`src/rtl/uart_mon_pkg.sv`:
```
// Shared types, constants and helpers for the UART receive monitor.
package uart_mon_pkg;

   typedef enum logic [2:0] {
      ST_IDLE,
      ST_START,
      ST_DATA,
      ST_STOP,
      ST_WAIT_HIGH
   } uart_mon_state_t;

   // End-of-transmission byte (ASCII EOT)
   localparam logic [7:0] UART_MON_EOT = 8'h04;

   // Clock cycles per bit, truncated
   function automatic int uart_mon_div(input int clk_hz, input int baud);
      return clk_hz / baud;
   endfunction

endpackage

```
`src/rtl/uart_mon_fifo.sv`:
```
// Synchronous show-ahead FIFO. The head entry is presented combinationally
// and reads as zero while empty. A push into a full FIFO is still accepted
// when a pop happens in the same cycle.
module uart_mon_fifo #(
   parameter int DATA_W = 8,
   parameter int DEPTH  = 4
) (
   input  logic              clk,
   input  logic              rst,
   input  logic              push,
   input  logic [DATA_W-1:0] wdata,
   input  logic              pop,
   output logic [DATA_W-1:0] rdata,
   output logic              full,
   output logic              empty
);

   localparam int AW = $clog2(DEPTH);

   logic [AW:0]       wr_ptr_q, wr_ptr_d;
   logic [AW:0]       rd_ptr_q, rd_ptr_d;
   logic [DATA_W-1:0] mem [DEPTH];
   logic              do_pop;
   logic              do_push;

   assign empty   = (wr_ptr_q == rd_ptr_q);
   assign full    = (wr_ptr_q[AW] != rd_ptr_q[AW]) &&
                    (wr_ptr_q[AW-1:0] == rd_ptr_q[AW-1:0]);
   assign do_pop  = pop & ~empty;
   assign do_push = push & (~full | do_pop);
   assign rdata   = empty ? '0 : mem[rd_ptr_q[AW-1:0]];

   // Pointer advance for accepted pushes and pops
   always_comb begin
      wr_ptr_d = wr_ptr_q;
      rd_ptr_d = rd_ptr_q;
      if (do_push) wr_ptr_d = wr_ptr_q + 1'b1;
      if (do_pop)  rd_ptr_d = rd_ptr_q + 1'b1;
   end

   // Pointer registers; only these carry reset
   always_ff @(posedge clk) begin
      if (rst) begin
         wr_ptr_q <= '0;
         rd_ptr_q <= '0;
      end else begin
         wr_ptr_q <= wr_ptr_d;
         rd_ptr_q <= rd_ptr_d;
      end
   end

   // Storage write; contents are never read while empty so need no reset
   always_ff @(posedge clk) begin
      if (do_push) mem[wr_ptr_q[AW-1:0]] <= wdata;
   end

endmodule

```
`src/rtl/uart_rx_monitor.sv`:
```
// 8N1 UART receiver feeding a show-ahead byte FIFO with valid/ready output,
// framing-error pulse and sticky overflow flag.
// Optional macro UART_MON_EOT_EN adds o_done, a sticky flag set when the
// byte 0x04 is pushed.
module uart_rx_monitor
   import uart_mon_pkg::*;
#(
   parameter int CLK_FREQ_HZ = 25000000,
   parameter int BAUD_RATE   = 115200,
   parameter int FIFO_DEPTH  = 4
) (
   input  logic       clk,
   input  logic       rst,
   input  logic       i_rx,
   output logic [7:0] o_data,
   output logic       o_valid,
   input  logic       i_ready,
   output logic       o_frame_err,
   output logic       o_overflow
`ifdef UART_MON_EOT_EN
   ,
   output logic       o_done
`endif
);

   localparam int          DIV     = uart_mon_div(CLK_FREQ_HZ, BAUD_RATE);
   localparam logic [15:0] DIV_M1  = 16'(DIV - 1);
   localparam logic [15:0] HALF_M1 = 16'(DIV / 2 - 1);

   if (DIV < 4) begin : g_bad_div
      $error("uart_rx_monitor: CLK_FREQ_HZ / BAUD_RATE must be at least 4");
   end
   if ((FIFO_DEPTH < 2) || ((FIFO_DEPTH & (FIFO_DEPTH - 1)) != 0)) begin : g_bad_depth
      $error("uart_rx_monitor: FIFO_DEPTH must be a power of two >= 2");
   end

   uart_mon_state_t state_q, state_d;
   logic [1:0]      sync_q, sync_d;
   logic [15:0]     cnt_q, cnt_d;
   logic [2:0]      bitidx_q, bitidx_d;
   logic [7:0]      shreg_q, shreg_d;
   logic            frame_err_q, frame_err_d;
   logic            overflow_q, overflow_d;
   logic            rxs;
   logic            push;
   logic            pop;
   logic            fifo_full;
   logic            fifo_empty;

   assign rxs = sync_q[1];

   // Receive FSM: bit timing, sampling, shift and push/error decisions
   always_comb begin
      state_d     = state_q;
      cnt_d       = cnt_q;
      bitidx_d    = bitidx_q;
      shreg_d     = shreg_q;
      frame_err_d = 1'b0;
      push        = 1'b0;
      case (state_q)
         ST_IDLE: begin
            if (!rxs) begin
               cnt_d   = HALF_M1;
               state_d = ST_START;
            end
         end
         ST_START: begin
            if (cnt_q != 16'd0) begin
               cnt_d = cnt_q - 16'd1;
            end else if (rxs) begin
               state_d = ST_IDLE;
            end else begin
               cnt_d    = DIV_M1;
               bitidx_d = 3'd0;
               state_d  = ST_DATA;
            end
         end
         ST_DATA: begin
            if (cnt_q != 16'd0) begin
               cnt_d = cnt_q - 16'd1;
            end else begin
               shreg_d  = {rxs, shreg_q[7:1]};
               cnt_d    = DIV_M1;
               bitidx_d = bitidx_q + 3'd1;
               if (bitidx_q == 3'd7) state_d = ST_STOP;
            end
         end
         ST_STOP: begin
            if (cnt_q != 16'd0) begin
               cnt_d = cnt_q - 16'd1;
            end else if (rxs) begin
               push    = 1'b1;
               state_d = ST_IDLE;
            end else begin
               frame_err_d = 1'b1;
               state_d     = ST_WAIT_HIGH;
            end
         end
         ST_WAIT_HIGH: begin
            if (rxs) state_d = ST_IDLE;
         end
         default: state_d = ST_IDLE;
      endcase
   end

   assign pop        = ~fifo_empty & i_ready;
   assign sync_d     = {sync_q[0], i_rx};
   assign overflow_d = overflow_q | (push & fifo_full & ~pop);

   // Control registers; the shift register is datapath and not reset
   always_ff @(posedge clk) begin
      if (rst) begin
         state_q     <= ST_IDLE;
         sync_q      <= 2'b11;
         cnt_q       <= '0;
         bitidx_q    <= '0;
         frame_err_q <= 1'b0;
         overflow_q  <= 1'b0;
      end else begin
         state_q     <= state_d;
         sync_q      <= sync_d;
         cnt_q       <= cnt_d;
         bitidx_q    <= bitidx_d;
         frame_err_q <= frame_err_d;
         overflow_q  <= overflow_d;
      end
   end

   // Shift register update
   always_ff @(posedge clk) begin
      shreg_q <= shreg_d;
   end

   uart_mon_fifo #(
      .DATA_W (8),
      .DEPTH  (FIFO_DEPTH)
   ) u_fifo (
      .clk   (clk),
      .rst   (rst),
      .push  (push),
      .wdata (shreg_q),
      .pop   (i_ready),
      .rdata (o_data),
      .full  (fifo_full),
      .empty (fifo_empty)
   );

   assign o_valid     = ~fifo_empty;
   assign o_frame_err = frame_err_q;
   assign o_overflow  = overflow_q;

`ifdef UART_MON_EOT_EN
   logic done_q, done_d;

   assign done_d = done_q | (push & (shreg_q == UART_MON_EOT));
   assign o_done = done_q;

   // Sticky end-of-transmission flag
   always_ff @(posedge clk) begin
      if (rst) done_q <= 1'b0;
      else     done_q <= done_d;
   end
`endif

endmodule
```
`config.mk`:
```
export PLATFORM = sky130hd
export DESIGN_NAME = uart_rx_monitor
export DESIGN_NICKNAME = d
export VERILOG_FILES = /design/src/rtl/uart_mon_pkg.sv /design/src/rtl/uart_mon_fifo.sv /design/src/rtl/uart_rx_monitor.sv
export SDC_FILE = /design/constraint.sdc
export NUM_CORES = 1
export LEC_CHECK = 0
export ABC_AREA = 1
export CAP_MARGIN = 5
export CORE_UTILIZATION = 60
export DETAILED_ROUTE_END_ITERATION = 10
export HOLD_SLACK_MARGIN = 0.1
export PLACE_DENSITY = 0.83
export SYNTH_ARGS = -nofsm -noshare
export SYNTH_HDL_FRONTEND = slang
export SYNTH_SLANG_ARGS = --single-unit
```
`constraint.sdc`:
```
create_clock -name clk -period 2.05 [get_ports clk]
set_input_delay 0.3075 -clock clk [delete_from_list [all_inputs] [get_ports clk]]
set_output_delay 0.3075 -clock clk [all_outputs]
set_load 0.02 [all_outputs]
```
==> results_dict.tcl, run 1 <==
set metrics [dict create \
    area.growth.synth_to_final_pct 18.45 \
    drc 0 \
    regToRegStartpoint "cnt_q[0]$_SDFFE_PP0P_" \
    worstHoldPathType "flop to flop" \
    cts.sink_count 74 \
    hpwl_mm 4.248 \
    grtUsageMet2 0.4393 \
    antenna_left 0 \
    die_area_sq_mm 0.005932 \
    wl_mm 7.000 \
    clockRootBuffer "clkbuf_8" \
    rows 26 \
    dpl_cell_area_sq_mm 0.003654 \
    overflow 0 \
    final_area_sq_mm 0.004000 \
    use_met1 0.3006 \
    p_total_mw 5.545 \
    die_h_um 77.02 \
    fin_nets 434 \
    crit_end "o_data[3]" \
    status "finished clean" \
    ys_ff_latch 74 \
    drive_above_1_share 0.1784 \
    multi_input_area_sq_mm 0.001315 \
    place_inst 472 \
    hold_viol_final 0 \
    cts_max_path_buffers 2 \
    grt.met3_usage 0.05714 \
    irDropWorstVdd_v 0.0009514 \
    grt_pass1_wl_mm 11.50 \
    synthTopCellsByArea "edfxtp_1, dfxtp_1, nand2_1, nor2_1, inv_1" \
    initial_core_util 0.6408 \
    drv_cap 0 \
    yosysTopAreaCellShare 0.3557 \
    synth.distinct_cells 34 \
    first_pass_iters 6 \
    cts_tree "done" \
    finalSetupViolations 0 \
    cts_hold_buf 0 \
    worst_pin_slew_ps 422.6 \
    startpoint "u_fifo.wr_ptr_q[1]$_SDFFE_PP0N_" \
    place_ws_ps 61.71 \
    h-tree-depth 3 \
    ys_warn_count 0 \
    clk_pin_slew_ps 70 \
    port_buffers 14 \
    crit_path_end_kind "primary output" \
    die_w_um 77.02 \
    wl_per_cell_um 14.11 \
    postLayoutCoreUtil 0.7590 \
    gr-usage-all-layers 0.2537 \
    cp_max_fo 6 \
    min_period_over_period 0.9810 \
    fillers 335 \
    critPathLaunchType "flop" \
    worstPathArrival_ps 1700 \
    relSlewSlack 0.7169 \
    crit_type "flop to primary output" \
    cp_data_required_time_ps 1740 \
    p_per_area_mw_per_mm2 1386 \
    rr_worst_depth 9 \
    synthCells 385 \
    yosysSeqAreaShare 0.5572 \
    core_area_sq_mm 0.005270 \
    grt_busiest_layer "met2" \
    fmax_mhz 497.3 \
    rr_endpoint "u_fifo.mem[2][6]$_DFFE_PP_" \
    leakage_nw 1.737 \
    layout_setup_ws_ps 39.00 \
    synth_fp_nets 398 \
    finalCriticalPeriod_ps 2011 \
    clock_latency_ps 350 \
    grt_pass1_vias 2568 \
    syn-cell-area_sq_mm 0.003377 \
    io-pin-count 15 \
    grt_antenna_before_repair 0 \
    diodes 0 \
    cts_made_buffers 9 \
    vias 2675 \
    drt_iter0_markers 144 \
    viasPerCell 5.393 \
    clock_skew_ps 14.77 \
    place.gp.congestion 0.8645 \
    grt_max_degree 17 \
    avgSynthCellArea_sq_um 8.771 \
    seqCellArea_sq_mm 0.001891 \
    synth_largest_area_cell "edfxtp_1" \
    reg2reg_slack_ps 180 \
    slew_viol_final 0 \
    fin_cells 496 \
]
==> cells in the final DEF, fill, tap and decap left out, drive strengths merged, types with 2 or more instances in the layout <==
master	netlist	final
nand2	76	77
nor2	74	74
inv	52	52
edfxtp	40	40
dfxtp	34	34
buf	3	25
o21ai	24	24
nand3	20	20
a21oi	19	19
clkbuf	4	12
ha	9	9
o32ai	8	8
nor3	5	5
clkdlybuf4s50	0	5
or2	5	5
bufinv	0	3
o21bai	2	2
nand4	2	2
xor2	2	2
clkinv	1	2
==> layout make-up <==
type | instances | area share
Sequential cell | 74 | 0.4726
Multi-Input combinational cell | 252 | 0.3287
Timing Repair Buffer | 31 | 0.06600
Inverter | 53 | 0.04973
Clock buffer | 11 | 0.03535
Clock inverter | 5 | 0.02565
Tap cell | 70 | 0.02190
==> worst min path at each step <==
stage                        endpoint  slack [ps]  cells after the start            startpoint
5_1_grt          sync_q[1]$_SDFF_PP1_         450                      1  sync_q[0]$_SDFF_PP1_
4_1_cts          sync_q[1]$_SDFF_PP1_         410                      1  sync_q[0]$_SDFF_PP1_
3_5_place_dp     sync_q[1]$_SDFF_PP1_         390                      1  sync_q[0]$_SDFF_PP1_
6_report         sync_q[1]$_SDFF_PP1_         410                      1  sync_q[0]$_SDFF_PP1_
2_1_floorplan  o_frame_err$_SDFF_PP0_         390                      1                   rst
3_3_place_gp     sync_q[1]$_SDFF_PP1_         400                      1  sync_q[0]$_SDFF_PP1_
==> synth_stat cells <==
library cell	count
buf_4	1
nand4_1	2
nand3_1	19
inv_1	49
clkinv_1	1
a21oi_2	1
nand2_2	8
clkbuf_1	4
nand3b_1	1
o21ai_1	2
buf_2	1
o21bai_1	2
xor2_1	2
nand3_2	1
xnor2_1	1
buf_6	1
a31oi_1	1
nor2_2	5
or2_0	1
nor2_4	2
nand2_1	68
ha_1	9
o21ai_0	22
o211a_1	1
o32ai_1	8
or2_1	1
a21oi_1	18
or2_2	3
edfxtp_1	40
dfxtp_1	34
nor4_1	1
nor3_1	5
inv_2	3
nor2_1	67
==> logic make-up (layout without fill, tap and decap cells) <==
logic type,after synthesis,after routing,synth area share
and+or+nand+nor,184,185,0.2364
AOI/OAI and AO/OA,55,55,0.09485
xor gates and xnor gates,3,3,0.007782
DFF,74,74,0.5572
adders and majority gates,9,9,0.03335
buffers and inverters,60,100,0.07039
==> critical path, stage by stage (launching register included) <==
cell and delay [ps]:
dfxtp_4 370, or2_4 260, a21oi_4 220, nand2_4 110, buf_6 140, nand2_1 70
inv_1 50, buf_2 150
==> through the flow <==
step	TNS, ps	hold slack (ps)
detailed placement	0	393.3
CTS	-175.0	410.9
floorplan	0	386.2
global placement	0	398.4
global route	-50.01	445.6
finish	0	409.9
==> layer usage <==
metal	wire, um	up-vias
met1	2964	1228
met5	0	-
met3	305	24
li1	-	1327
met4	276	0
met2	3453	96
==> where the power goes <==
part	leakage, nW	internal [mW]	switching [mW]	total, mW
sequential	0.638	1.75	0.182	1.93
clock	0.120	0.840	0.534	1.37
combinational	0.979	0.848	1.39	2.24
==> registers in the layout (all words and copies together), names as in the netlist, named ones only <==
name	flops
o_overflow	1
u_fifo.mem	32
shreg_q	8
o_frame_err	1
u_fifo.rd_ptr_q	3
state_q	3
cnt_q	16
sync_q	2
bitidx_q	3
u_fifo.wr_ptr_q	3
==> repair_timing <==
| action | 4_1_cts | 5_1_grt |
|---|---|---|
| resized for setup | 37 | 21 |
| cloned | 1 | 0 |
| setup buffers | 7 | 1 |
| pin swaps | 3 | 3 |
| endpoints found under the setup margin | 9 | 9 |
(Power assumes the default switching activity.)
==> run 2: changes to the inputs <==
--- a/config.mk
+++ b/config.mk
@@ -14,3 +14,4 @@
 export SYNTH_ARGS = -nofsm -noshare
 export SYNTH_HDL_FRONTEND = slang
 export SYNTH_SLANG_ARGS = --single-unit
+export TNS_END_PERCENT = 20
==> results_dict.tcl, run 2 (same netlist as run 1, synthesis figures left out) <==
set metrics [dict create \
    status "finished clean" \
    regToRegStartpoint "cnt_q[0]$_SDFFE_PP0P_" \
    die_h_um 77.02 \
    hold_viol_final 0 \
    rsz0062_at_grt "false" \
    grt_pass1_wl_mm 11.23 \
    cp_slowest_cell "dfxtp_2" \
    grt_max_degree 17 \
    critPathMaxStageDelay_ps 350 \
    wl_per_cell_um 13.15 \
    cp_max_fo 4 \
    fin_cells 495 \
    critPathLaunchType "flop" \
    first_pass_iters 5 \
    final_common_cell "nand2_1" \
    slew_viol_final 0 \
    clockRootBuffer "clkbuf_8" \
    finalCriticalPeriod_ps 1964 \
    drc 0 \
    clock_latency_ps 340 \
    clk_pin_slew_ps 70 \
    cts_hold_buf 0 \
    wl_mm 6.510 \
    place.gp.congestion 0.8645 \
    place_inst 472 \
    holdWs_ps 410.0 \
    postLayoutCoreUtil 0.7536 \
    vias 2612 \
    die_area_sq_mm 0.005932 \
    layout_common_cells "nand2_1, nor2_1, inv_1" \
    cts.sink_count 74 \
    cts_made_buffers 9 \
    largest_reg_flops 32 \
    relSlewSlack 0.7804 \
    worstHoldPathType "flop to flop" \
    initial_core_util 0.6408 \
    p_comb_frac 0.393 \
    overflow 0 \
    cts_max_path_buffers 2 \
    p_total_mw 5.412 \
    io-pin-count 15 \
    irDropWorstVdd_v 0.0009393 \
    hp-start "sync_q[0]$_SDFF_PP1_" \
    antenna_left 0 \
    startpoint "u_fifo.rd_ptr_q[1]$_SDFFE_PP0P_" \
    diodes 0 \
    grt_antenna_before_repair 0 \
    seqPwrFrac 0.356 \
    drive_above_1_share 0.1647 \
    cp_data_required_time_ps 1740 \
    p_switching_mw 2.031 \
    clock_skew_ps 5.491 \
    crit_path_end_kind "primary output" \
    port_buffers 14 \
    leakage_nw 1.720 \
    hpwl_mm 4.248 \
    crit_chain "or2_4 > a21oi_4 > nand2_2 > buf_4 > nand2_1 > inv_1 > buf_2" \
    viasPerCell 5.277 \
    gr-usage-all-layers 0.2462 \
    worstPathArrival_ps 1660 \
    h-tree-depth 3 \
    clockPowerShare 0.250 \
    drv_cap 0 \
    fin_nets 433 \
    p_per_area_mw_per_mm2 1363 \
    min_period_over_period 0.9579 \
    switching_share 0.3753 \
    cts_tree "done" \
    worst_pin_slew_ps 326.9 \
    fin_setup_tns_ps 0 \
    die_w_um 77.02 \
    rows 26 \
    p_int_mw 3.381 \
    grt_pass1_vias 2549 \
    core_area_sq_mm 0.005270 \
    area.growth.synth_to_final_pct 17.60 \
    fmax_mhz 509.2 \
    crit_type "flop to primary output" \
    drt_iter0_markers 129 \
    finalSetupViolations 0 \
]
==> run 2: cell types whose count changed in the layout (fill, tap and decap cells not counted), moves of 2 or more <==
cell and delta:
buf_2 -2, dfxtp_2 +2, clkdlybuf4s15_2 +3, dfxtp_4 -2
nand2_1 +2, nand2_4 -2, buf_6 -3
==> run 2: critical path, delay by kind of cell, from the launching register on <==
kind            cells  cell delay, ps
simple gates        3             460
flops               1             350
buf+inv             3             340
compound gates      1             180
==> run 2: final cells by class <==
cell class,count,area (sq um)
clock inverter,5,102.6
multi-input combinational,252,1300
inverter,53,198.9
sequential,74,1886
clock buffer,11,141.4
tap,70,87.58
fill,344,1299
timing repair buffer,30,255.2
==> run 2: layer usage <==
layer,GRT usage,vias to the layer above,wire [um]
met5,0,-,0
met4,0.1151,0,114
met3,0.05952,10,319
met2,0.4143,72,3142
met1,0.2974,1203,2934
li1,-,1327,-
==> run 2: repair_timing <==
item / in CTS / in global routing
gates resized for setup: 33 / 6
buffers inserted: 5 / 1
endpoints found under the setup margin: 9 / 9
gates cloned: 1 / 0
pin swaps: 1 / 1
==> run 2: final timing paths <==
kind | end | cells past startpoint | slack, ps
setup / recovery | o_data[2] | 7 | 90
hold / removal | sync_q[1]$_SDFF_PP1_ | 1 | 410
setup reg to reg | u_fifo.mem[3][4]$_DFFE_PP_ | 8 | 200
hold reg to reg | sync_q[1]$_SDFF_PP1_ | 1 | 410
==> run 2: per-stage QoR <==
step | area (sq um) | setup WS [ps]
2_1_floorplan | 3377 | 226.7
3_3_place_gp | 3654 | 119.1
3_5_place_dp | 3654 | 61.71
4_1_cts | 3931 | 1.361
5_1_grt | 3971 | 7.597
6_report | 3971 | 86.29
==> run 2: power groups by stage <==
stage / Combinational, mW / Sequential, mW / Clock, mW
final: 2.13 / 1.93 / 1.35
after global placement: 1.90 / 1.94 / 0
after CTS: 2.07 / 1.92 / 1.37
after detailed placement: 1.96 / 1.95 / 0
after floorplan: 1.50 / 1.89 / 0
after global routing: 2.40 / 1.96 / 1.44
